===== src/rtl/planificador_croma.sv =====
// Frame-synchronous colour/tone command scheduler: button edges are queued and
// applied to ColorL/ColorP/ton only while cntVertical is in vertical blanking.
module planificador_croma #(
  parameter int unsigned VIS_LINES   = 480,
  parameter int unsigned TOTAL_LINES = 525,
  parameter int unsigned FIFO_DEPTH  = 4,
  parameter int unsigned TON_STEP    = 16,
  parameter logic [2:0]  COLORL_RST  = 3'b111,
  parameter logic [2:0]  COLORP_RST  = 3'b000,
  parameter logic [7:0]  TON_RST     = 8'h80
) (
  input  logic                          Clk,
  input  logic                          Reset,
  input  logic [9:0]                    cntVertical,
  input  logic                          TC,
  input  logic                          Up,
  input  logic                          Down,
  input  logic                          Lp,
  output logic [2:0]                    ColorL,
  output logic [2:0]                    ColorP,
  output logic [7:0]                    ton,
  output logic                          sel,
  output logic [$clog2(FIFO_DEPTH):0]   pending,
  output logic                          ovf
);

  localparam int unsigned PtrW = $clog2(FIFO_DEPTH);
  localparam logic [PtrW:0] FullCount = (PtrW + 1)'(FIFO_DEPTH);
  localparam logic [8:0] Step9 = 9'(TON_STEP);
  localparam logic [7:0] Step8 = 8'(TON_STEP);

  localparam logic [1:0] CmdTc   = 2'd0;
  localparam logic [1:0] CmdLp   = 2'd1;
  localparam logic [1:0] CmdUp   = 2'd2;
  localparam logic [1:0] CmdDown = 2'd3;

  typedef enum logic [1:0] {StVisible, StDrain, StHold} state_e;

  state_e          state_q, state_d;
  logic            armed_q;
  logic [3:0]      lvl_q;
  logic [3:0]      lvl, rise;
  logic            push, multi, accept, drop, pop, full, empty, in_blank;
  logic [1:0]      push_cmd, head;
  logic [1:0]      mem_q [FIFO_DEPTH];
  logic [PtrW-1:0] wr_q, rd_q;
  logic [PtrW:0]   count_q, count_d;
  logic [2:0]      colorl_q, colorl_d, colorp_q, colorp_d;
  logic [7:0]      ton_q, ton_d, ton_up, ton_dn;
  logic [8:0]      ton_sum;
  logic            sel_q, sel_d, ovf_q, ovf_d;

  // Bit order follows command priority: TC > Lp > Up > Down.
  assign lvl   = {TC, Lp, Up, Down};
  // armed_q masks the first clock after reset so levels already high are not edges.
  assign rise  = lvl & ~lvl_q & {4{armed_q}};
  assign push  = |rise;
  assign multi = |(rise & (rise - 4'd1));

  always_comb begin
    push_cmd = CmdDown;
    if (rise[3])      push_cmd = CmdTc;
    else if (rise[2]) push_cmd = CmdLp;
    else if (rise[1]) push_cmd = CmdUp;
  end

  assign in_blank = (cntVertical >= 10'(VIS_LINES)) && (cntVertical < 10'(TOTAL_LINES));
  assign full     = (count_q == FullCount);
  assign empty    = (count_q == '0);
  assign pop      = (state_q == StDrain) && in_blank && !empty;
  assign accept   = push && (!full || pop);
  assign drop     = push && !accept;
  assign head     = mem_q[rd_q];

  always_comb begin
    count_d = count_q;
    unique case ({accept, pop})
      2'b10:   count_d = count_q + 1'b1;
      2'b01:   count_d = count_q - 1'b1;
      default: count_d = count_q;
    endcase
  end

  always_comb begin
    state_d = state_q;
    unique case (state_q)
      StVisible: if (in_blank) state_d = StDrain;
      StDrain: begin
        if (!in_blank)   state_d = StVisible;
        else if (empty)  state_d = StHold;
      end
      StHold: begin
        if (!in_blank)   state_d = StVisible;
        else if (!empty) state_d = StDrain;
      end
      default: state_d = StVisible;
    endcase
  end

  assign ton_sum = {1'b0, ton_q} + Step9;
  assign ton_up  = ton_sum[8] ? 8'hFF : ton_sum[7:0];
  assign ton_dn  = (ton_q < Step8) ? 8'h00 : ton_q - Step8;

  always_comb begin
    colorl_d = colorl_q;
    colorp_d = colorp_q;
    ton_d    = ton_q;
    sel_d    = sel_q;
    ovf_d    = ovf_q | drop | multi;
    if (pop) begin
      unique case (head)
        CmdTc:   sel_d = ~sel_q;
        CmdLp: begin
          if (sel_q) colorp_d = colorp_q + 3'd1;
          else       colorl_d = colorl_q + 3'd1;
        end
        CmdUp:   ton_d = ton_up;
        CmdDown: ton_d = ton_dn;
        default: ton_d = ton_q;
      endcase
    end
  end

  always_ff @(posedge Clk or posedge Reset) begin
    if (Reset) begin
      state_q  <= StVisible;
      armed_q  <= 1'b0;
      lvl_q    <= '0;
      wr_q     <= '0;
      rd_q     <= '0;
      count_q  <= '0;
      colorl_q <= COLORL_RST;
      colorp_q <= COLORP_RST;
      ton_q    <= TON_RST;
      sel_q    <= 1'b0;
      ovf_q    <= 1'b0;
    end else begin
      state_q  <= state_d;
      armed_q  <= 1'b1;
      lvl_q    <= lvl;
      if (accept) wr_q <= wr_q + 1'b1;
      if (pop)    rd_q <= rd_q + 1'b1;
      count_q  <= count_d;
      colorl_q <= colorl_d;
      colorp_q <= colorp_d;
      ton_q    <= ton_d;
      sel_q    <= sel_d;
      ovf_q    <= ovf_d;
    end
  end

  always_ff @(posedge Clk) begin
    if (accept) mem_q[wr_q] <= push_cmd;
  end

  assign ColorL  = colorl_q;
  assign ColorP  = colorp_q;
  assign ton     = ton_q;
  assign sel     = sel_q;
  assign pending = count_q;
  assign ovf     = ovf_q;

endmodule

===== config.mk =====
export PLATFORM = sky130hd
export DESIGN_NAME = planificador_croma
export DESIGN_NICKNAME = d
export VERILOG_FILES = /design/src/rtl/planificador_croma.sv
export SDC_FILE = /design/constraint.sdc
export NUM_CORES = 1
export LEC_CHECK = 0
export CORE_ASPECT_RATIO = 0.8
export CORE_MARGIN = 10
export CORE_UTILIZATION = 54
export CTS_BUF_LIST = sky130_fd_sc_hd__clkbuf_8
export CTS_CLUSTER_SIZE = 25
export DETAILED_ROUTE_END_ITERATION = 12
export PLACE_DENSITY = 0.91
export REMOVE_ABC_BUFFERS = 1
export SETUP_SLACK_MARGIN = 0.1
export SYNTH_ARGS = -nofsm -noshare
export SYNTH_HDL_FRONTEND = slang
export SYNTH_SLANG_ARGS = --single-unit

===== constraint.sdc =====
create_clock -name Clk -period 3.4 [get_ports Clk]
set_input_delay 0.68 -clock Clk [delete_from_list [all_inputs] [get_ports Clk]]
set_output_delay 0.68 -clock Clk [all_outputs]
set_load 0.01 [all_outputs]

==> metrics.cfg <==
[power_and_ir_drop]
ir_drop_mv = 0.372
powerDensity_nw_per_um2 = 482
power_mw = 1.14
leakage_nw = 0.977

[timing]
fmax_mhz = 316
setup_tns_ns = 0
rsz0062_at_grt = no
fin_crit_ns = 3.17
skew_ns = 0.00564
relSlewSlack = 0.303
setup_violations = 0
slew_violations = 0
period_share = 0.931
hold_viol = 0
tightest_slew_ns = 1.04

[worst_setup_path]
r2r_start = state_q[1]
r2r-end = pending[2]
cp-end-kind = flop
cp_max_fo = 4
critPathRequiredTime_ns = 3.60
r2r_cells = 7
critPathKind = input pin to flop
startpoint_type = input pin
cp.arrival_ns = 3.36
r2r_slack_ns = 0.88

[global_route]
grt_util_all_layers = 0.134
grt_antenna_before_repair = 0
grt_max_degree = 28
grt_pass1_wl_um = 6760
globalRouteOverflowTotal = 0
grt_pass1_vias = 1443

[route]
drt_pass1_iterations = 4
routed-via-count = 1378
wl_per_cell_um = 17.4
routed_wl_um = 4220
post-route-drc-count = 0
routed_via_density = 5.69
initialDrtViolationCount = 63
ant_nets = 0

[yosys]
ys_async_sr_fraction = 0.771
ys_ff_latch = 35
synthCells = 159
ys_warn_count = 0
synth_cell_types = 50
synth_area_per_cell_um2 = 11.6
synth-edff-count = 8
yosys_most_used_dff = dfrtp_1
ys_seq_area_frac = 0.499
synth.cell_area_um2 = 1840

[placed_design]
dp_hpwl_um = 3050
numPlacedInstances = 233
routabilityCongestion = 0.804
io_buffers = 34

[clock_network]
cts_tree = built
clock_tree.root_cell = clkbuf_8
htreeDepth = 2
clk_pin_slew_ns = 0.07
cts_made_buffers = 5
cts.sinks = 35
hold_buffers = 0
insertion_delay_ns = 0.29
cts.path.max_buffers = 2

[cells_and_area]
layout-drive-gt1-share = 0.168
nFillCells = 209
register_area_um2 = 921
multiInputGateArea_um2 = 888
area_growth_pct = 28.0
final_cell_count_no_fill = 242
final_common_cell = clkdlybuf4s50_1
diodes = 0
final_cell_mix = clkdlybuf4s50_1, dfrtp_1, nor2_1
nets = 226

[floorplan]
chipWidth_um = 85.3
dieArea_um2 = 6170
ioPinCount = 35
die_h_um = 72.3
rows = 18
start_util = 0.581
core_area_um2 = 3180

[worst_hold_path]
min_to = ColorP[2]
worstHoldStart = ColorP[2]
hp-class = flop to flop
min_delay_path_depth = 1

[job]
timing.max_cap.violations = 0

[status]
status = finished clean

==> per-layer routing <==
metal / GRT usage / wire length (um)
met5: 0 / 0
met3: 0.0569 / 329
met4: 0.0511 / 68
met1: 0.138 / 1640
met2: 0.236 / 2170
==> where the power goes <==
part	internal, mW	total [mW]	switching [mW]	leakage (nW)
clock network	0.140	0.287	0.148	0.0453
logic	0.154	0.317	0.162	0.529
registers	0.486	0.534	0.0472	0.403
total	0.781	1.14	0.357	0.977
==> synth_stat cells, types with 2 or more instances <==
master,instances,area share
buf_4,3,0.012
or2_2,2,0.0068
nor2_1,10,0.020
inv_1,8,0.016
nand3_1,3,0.0081
a21oi_1,6,0.016
ha_1,8,0.054
nand3b_1,2,0.0081
o21ai_0,8,0.022
edfxtp_1,8,0.13
xnor2_1,8,0.038
mux2_4,2,0.016
xor2_1,2,0.0095
dfrtp_1,23,0.31
nor3_1,3,0.0081
dfstp_2,4,0.057
nor2b_1,6,0.020
mux2i_1,3,0.016
mux4_2,2,0.024
nand2_1,8,0.016
nand2b_1,3,0.010
and2_1,5,0.017
a31oi_1,4,0.014
o31ai_1,2,0.0081
==> through the flow <==
step	utilization	cell area [um2]	setup slack (ns)	hold WS [ns]
after floorplan	-	1820	0.117	0.481
after global placement	0.704	2240	-0.140	0.461
after detailed placement	0.704	2240	-0.262	0.469
after CTS	0.734	2330	0.130	0.493
after global routing	0.743	2360	0.171	0.506
final	0.743	2360	0.233	0.492
==> cells by family (layout without fill, tap and decap cells) <==
group           Yosys count  in the layout  synth area share
flops                    35             35             0.499
simple gates             52             52             0.164
fa+ha+maj                10             10            0.0706
buf+inv                  12             55            0.0312
compound gates           31             31             0.122
xor+xnor                 10             10            0.0475
other cells               1              1           0.00203
mux                       8              8            0.0631
==> layout make-up <==
cell class / count / share of cell area
Sequential cell: 35 / 0.390
Multi-Input combinational cell: 112 / 0.376
Timing Repair Buffer: 39 / 0.163
Clock buffer: 5 / 0.0292
Tap cell: 40 / 0.0212
Inverter: 8 / 0.0127
Clock inverter: 3 / 0.00689
==> worst max path at each step <==
stage,to,start,cells after the start
floorplan,pending[2],cntVertical[8],7
global placement,pending[2],cntVertical[8],8
detailed placement,pending[2],cntVertical[8],8
CTS,pending[2],cntVertical[8],8
global route,pending[2],cntVertical[4],8
finish,pending[2],cntVertical[4],8
==> critical path: stages <==
cell	delay (ns)
clkdlybuf4s50_1	0.40
or4_4	0.44
or3_4	0.42
a21oi_4	0.14
nand2_2	0.07
fa_2	0.42
or4_4	0.55
a221oi_2	0.24
==> flip-flops by register name (all words and copies together) (netlist names) <==
register and cells:
ColorL 3, ColorP 3, armed_q 1, lvl_q 4, mem_q 8, ovf 1
pending 3, rd_q 2, sel 1, state_q 2, ton 5, wr_q 2
==> what timing repair did <==
item / 4_1_cts / 5_1_grt
buffers inserted: 0 / 1
pin swaps: 0 / 4
gates resized for setup: 2 / 6
cloned: 0 / 0
endpoints found under the setup margin: 1 / 1
No activity file was read; power rests on OpenSTA's default activity.
